### src/rtl/nic_pkg.sv
// Shared constants and types for the network interface controller.
// Register-window addresses and packet layout live here so that the top level and the bench agree on them.
package nic_pkg;

   localparam int DATA_W = 64;
   localparam int VC_BIT = 63;

   localparam logic [1:0] ADDR_RX_BUF  = 2'b00;
   localparam logic [1:0] ADDR_RX_STAT = 2'b01;
   localparam logic [1:0] ADDR_TX_BUF  = 2'b10;
   localparam logic [1:0] ADDR_TX_STAT = 2'b11;

   typedef logic [DATA_W-1:0] pkt_t;

endpackage

### src/rtl/nic_channel_buf.sv
// Single-entry packet buffer with a full flag.
// A load is taken only while the buffer is empty; a clear empties it but keeps the stale data.
module nic_channel_buf
   import nic_pkg::*;
(
   input  logic clk,
   input  logic reset,
   input  logic load,
   input  pkt_t load_data,
   input  logic clear,
   output logic full,
   output pkt_t data
);

   // Load and clear cannot both be effective in one cycle: load needs empty, clear needs full.
   always_ff @(posedge clk or negedge reset) begin
      if (!reset) begin
         full <= 1'b0;
         data <= '0;
      end else if (load && !full) begin
         full <= 1'b1;
         data <= load_data;
      end else if (clear) begin
         full <= 1'b0;
      end
   end

endmodule

### src/rtl/network_interface_ctrl.sv
// Network interface controller: processor register window over one tx and one rx packet buffer,
// with a send/ready handshake to the router PE port that injects only on a matching polarity.
module network_interface_ctrl
   import nic_pkg::*;
(
   input  logic              clk,
   input  logic              reset,
   input  logic [1:0]        addr,
   input  logic [DATA_W-1:0] d_in,
   output logic [DATA_W-1:0] d_out,
   input  logic              nic_en,
   input  logic              nic_wr_en,
   output logic              net_so,
   input  logic              net_ro,
   output logic [DATA_W-1:0] net_do,
   input  logic              net_polarity,
   input  logic              net_si,
   output logic              net_ri,
   input  logic [DATA_W-1:0] net_di
);

   logic tx_full;
   logic rx_full;
   pkt_t tx_buf;
   pkt_t rx_buf;
   logic cpu_rd;
   logic tx_load;
   logic rx_load;
   logic rx_clear;

   assign cpu_rd   = nic_en && !nic_wr_en;
   assign tx_load  = nic_en && nic_wr_en && (addr == ADDR_TX_BUF);
   assign rx_load  = net_si && net_ri;
   assign rx_clear = cpu_rd && (addr == ADDR_RX_BUF);

   // A packet leaves only in a cycle whose router polarity equals its virtual-channel bit.
   assign net_so = tx_full && net_ro && (net_polarity == tx_buf[VC_BIT]);
   assign net_do = tx_buf;
   assign net_ri = !rx_full;

   nic_channel_buf u_tx_buf (
      .clk       (clk),
      .reset     (reset),
      .load      (tx_load),
      .load_data (d_in),
      .clear     (net_so),
      .full      (tx_full),
      .data      (tx_buf)
   );

   nic_channel_buf u_rx_buf (
      .clk       (clk),
      .reset     (reset),
      .load      (rx_load),
      .load_data (net_di),
      .clear     (rx_clear),
      .full      (rx_full),
      .data      (rx_buf)
   );

   always_ff @(posedge clk or negedge reset) begin
      if (!reset) begin
         d_out <= '0;
      end else if (cpu_rd) begin
         case (addr)
            ADDR_RX_BUF:  d_out <= rx_buf;
            ADDR_RX_STAT: d_out <= {{(DATA_W-1){1'b0}}, rx_full};
            ADDR_TX_STAT: d_out <= {{(DATA_W-1){1'b0}}, tx_full};
            default:      d_out <= '0;
         endcase
      end
   end

endmodule
### config.mk
export PLATFORM = sky130hd
export DESIGN_NAME = network_interface_ctrl
export DESIGN_NICKNAME = d
export VERILOG_FILES = /design/src/rtl/nic_pkg.sv /design/src/rtl/nic_channel_buf.sv /design/src/rtl/network_interface_ctrl.sv
export SDC_FILE = /design/constraint.sdc
export NUM_CORES = 1
export LEC_CHECK = 0
export BUFFER_PORTS_ARGS = -buffer_cell sky130_fd_sc_hd__buf_2
export CAP_MARGIN = 0
export CORE_ASPECT_RATIO = 1.2
export CORE_UTILIZATION = 35
export DETAILED_ROUTE_END_ITERATION = 10
export GPL_TIMING_DRIVEN = 0
export PLACE_DENSITY_LB_ADDON = 0.25
export SLEW_MARGIN = 20
export SYNTH_ARGS = -nofsm -noshare
export SYNTH_HDL_FRONTEND = slang
export SYNTH_SLANG_ARGS = --single-unit
### constraint.sdc
create_clock -name clk -period 4.7 [get_ports clk]
set_clock_uncertainty 0.1 [all_clocks]
set_input_delay 0.47 -clock clk [delete_from_list [all_inputs] [get_ports clk]]
set_output_delay 0.47 -clock clk [all_outputs]
set_load 0.02 [all_outputs]
# After elaboration in Yosys (flattened, before gate mapping)
# Index checks and enable logic that the tools add are counted.
[word_totals]
elab_cells = 29
regBits = 194
output_inout_bits = 130
[op_classes]
muxes = 5
n_eq_ne = 4
n_reduce_logical = 15
[op_table]
columns = ["cell", "count"]
rows = [
  ["$pmux W64 S3", 1],
  ["$logic_and A1 B1 Y1", 9],
  ["$eq A2 B2 Y1 const B", 2],
  ["$mux W1", 4],
  ["$reduce_bool A2 Y1", 2],
  ["$logic_not A1 Y1", 3],
  ["$eq A2 B1 Y1 const B", 1],
  ["$logic_not A2 Y1", 1],
  ["$eq A1 B1 Y1", 1],
]

# Logic depth before layout (Yosys ltp)
[logic_depth]
depth_word = 5
mapped_depth = 4
ltp_nobuf = 3

# Hierarchy
# From an unflattened synthesis, not the netlist that was laid out.
[unflattened]
hier_cells = 430
area_unflattened_um2 = 7811.2
[modules_own_cells]
columns = ["module", "cells_each", "area_each_um2", "seq_area_each_um2", "n_inst"]
rows = [
  ["nic_channel_buf", 139, 2730.1, 1626.6, 2],
  ["network_interface_ctrl", 152, 2351.0, 1601.5, 1],
]

# Worst setup path before layout
# OpenSTA, ideal clock, no wires.
[synth_path]
path_kind = "input port to flip-flop"
startpoint = "input net_si"
endpoint = "register u_rx_buf.data[14]"
t_arrival_ns = 1.346
path_buffers = 2
stages = 4
path_slack_ns = 3.129
cell_sequence = "nor2b_1 buf_2 buf_2 mux2_2"
[synth_between]
elab_chain_len = 2
[synth_lines]
columns = ["element", "line_no", "text"]
rows = [
  ["start: declaration", "network_interface_ctrl.sv:17", "input logic net_si,"],
  ["$logic_and A1 B1 Y1", "network_interface_ctrl.sv:33", "assign rx_load = net_si && net_ri;"],
  ["$logic_and A1 B1 Y1", "nic_channel_buf.sv:20", "end else if (load && !full) begin"],
  ["end signal: assignment", "nic_channel_buf.sv:22", "data <= load_data;"],
  ["end: declaration", "nic_channel_buf.sv:12", "output pkt_t data"],
]
# No other way between the ends.
# A chain may end at the register's enable or synchronous reset.

# Worst setup path after layout
[layout_path]
startpoint = "register u_tx_buf.data[63]"
endpoint = "output net_so"
[layout_between]
elab_chain_len = 2
[layout_lines]
columns = ["element", "line_no", "text"]
rows = [
  ["start: declaration", "nic_channel_buf.sv:12", ""],
  ["start signal: assignment", "nic_channel_buf.sv:22", ""],
  ["$eq A1 B1 Y1", "network_interface_ctrl.sv:37", "assign net_so = tx_full && net_ro && (net_polarity == tx_buf[VC_BIT]);"],
  ["$logic_and A1 B1 Y1", "network_interface_ctrl.sv:37", ""],
  ["end: declaration", "network_interface_ctrl.sv:13", "output logic net_so,"],
]
# No other way between the ends.

==> impl_metrics.py <==
metrics = {
    "timing": {
        "hold_viol": 0,
        "fin_hold_ws_ns": 0.168,
        "slew_viol_final": 0,
        "setup_tns_ns": 0,
        "fmax_mhz": 516,
        "setup_violations": 0,
        "fin_crit_ns": 1.94,
        "rsz0062_at_grt": "no",
        "max_slew_margin": 0.536,
        "worstMarginPinSlew_ns": 0.697,
        "final.period_utilization": 0.413,
    },
    "clock_network": {
        "h-tree-depth": 4,
        "cts_setup_buffers": 0,
        "path_clk_slew_ns": 0.08,
        "cts_tree": "yes",
        "insertion_delay_ns": 0.42,
        "cts.repair.resized": 0,
        "cts_sinks": 194,
        "postCtsHoldBufs": 1,
        "cts_buffer_depth": 2,
        "root_buffer": "clkbuf_16",
        "cts_made_buffers": 17,
    },
    "critical_path": {
        "cp_max_fo": 3,
        "worstSetupStartpointType": "flop",
        "crit_path_end_kind": "primary output",
        "required_ns": 4.13,
        "cp.arrival_ns": 1.37,
        "crit_type": "reg2out",
    },
    "floorplan": {
        "ios": 267,
        "dieArea_sq_um": 21800,
        "die_y_um": 162,
        "row_count": 58,
        "coreArea_sq_um": 20900,
        "start_util": 0.356,
        "die_w_um": 135,
    },
    "routing": {
        "drt_wl_total_mm": 17.0,
        "wl_per_cell_um": 17.0,
        "drc": 0,
        "dr.pass1.iters": 4,
        "drt_iter0_drc": 118,
        "vias_per_cell": 4.71,
        "vias": 4691,
        "ant_nets": 0,
    },
    "min_path": {
        "hp-class": "in2reg",
    },
    "yosys": {
        "ys.flop_type": "dfrtp_1",
        "ys_warn_count": 0,
        "yosys_register_bits": 194,
        "synth_edf_count": 0,
        "ys_seq_area_frac": 0.653,
        "synth_top_cell_area_share": 0.653,
        "synthesis.nets": 564,
        "syn_area_sq_um": 7430,
        "yosysUniqueCellTypes": 20,
        "async_flop_share": 1.00,
        "yosys.area.top_type": "dfrtp_1",
        "avgSynthCellArea_sq_um": 17.4,
        "syn-instance-count": 427,
        "ys_top_cells_by_area": "dfrtp_1 (65%), mux2_4 (12%), mux2_2 (10%)",
    },
    "placement": {
        "io_buffers": 266,
        "hpwlAfterDp_mm": 12.1,
        "gp_congestion": 0.748,
    },
    "finish": {
        "final_common_cell": "buf_2",
        "final_nets": 851,
        "final_core_util": 0.466,
        "fillCellCount": 1863,
        "drive_gt1_frac": 0.627,
        "regArea_sq_um": 4850,
        "multi_input_area_sq_um": 2350,
        "mostFrequentLayoutCells": "buf_2 (284), dfrtp_1 (194), mux2_2 (69)",
        "area_growth_pct": 31.0,
    },
    "pwr": {
        "powerDensity_nw_per_um2": 623,
        "vdd_drop_max_uv": 256,
        "p_leak_uw": 0.00496,
    },
    "run": {
        "maxCapViolCount": 0,
    },
    "status": {
        "status": "complete, no violations",
    },
    "grt": {
        "grt_start_max_net_pins": 102,
        "grt_antenna_before_repair": 0,
        "grtUsageTotal": 0.160,
        "grt_pass1_vias": 5124,
        "grt_pass1_wl_mm": 26.7,
        "grt-ovfl-total": 0,
    },
}
## routing by layer
layer | track usage | routed length (um) | share of wire
met1 | 0.195 | 7110 | 0.42
met2 | 0.262 | 8330 | 0.49
met3 | 0.0521 | 1400 | 0.082
met4 | 0.0577 | 146 | 0.0086
met5 | 0 | 0 | 0
## final cells by class
cell class,instances,area share
flip-flops and latches,194,0.498
clock inverters,14,0.0167
plain buffers,26,0.0225
multi-input cells,204,0.241
repair buffers,268,0.142
diodes,1,0.000257
clock buffers,17,0.0437
well taps,270,0.0347
inverters,3,0.00116
## per-stage QoR
step,total power (uW),cells,worst slack (ns),area (sq um)
final,6070,997,2.76,9740
after floorplan,3990,427,3.13,7430
after detailed placement,4690,964,2.69,9140
after CTS,6150,996,2.71,9740
after global routing,6410,996,2.64,9740
after global placement,4600,963,0.107,9100
## report_power, final
group          internal [uW]  leakage (uW)  switching [uW]
sequential              2320       0.00241             352
clock                    716      0.000287             714
combinational           1000       0.00226             961
total                   4040       0.00496            2030
## cell usage after synthesis, drive strengths merged (2+ instances only)
master / n
dfrtp: 194
buf: 25
inv: 3
nor2: 2
a22o: 63
mux2: 129
## worst max-delay path, cell delays in order, from the launching register on
cell and delay, ns:
dfrtp_1 0.40, xnor2_1 0.18, and3_1 0.20, buf_2 0.17
## kinds of logic (layout without fill, tap and decap cells)
| logic type | after synthesis | count (layout) | share of synthesized area |
|---|---|---|---|
| other | 0 | 1 | 0 |
| buffers and inverters | 29 | 328 | 0.0310 |
| AND/OR/NAND/NOR | 7 | 7 | 0.0111 |
| AO/OA/AOI/OAI | 67 | 67 | 0.0779 |
| multiplexers | 129 | 129 | 0.226 |
| XOR/XNOR | 1 | 1 | 0.00118 |
| flip-flops | 194 | 194 | 0.653 |
## path summary, 6_finish.rpt
check,from,slack [ns],endpoint,cells after the start
max,u_tx_buf.data[63],2.76,net_so,3
min,net_di[52],0.17,u_rx_buf.data[52],2
max reg2reg,u_rx_buf.full,2.89,u_rx_buf.data[58],4
min in group asynchronous,reset,0.53,u_rx_buf.data[39],2
min reg2reg,u_rx_buf.data[33],0.39,d_out[33],1
max in group asynchronous,reset,2.98,d_out[60],3
## state kept, by name (all words and copies together) (netlist names)
register       cells
u_rx_buf.full      1
d_out             64
u_tx_buf.data     64
u_rx_buf.data     64
u_tx_buf.full      1
(Power assumes the default switching activity.)
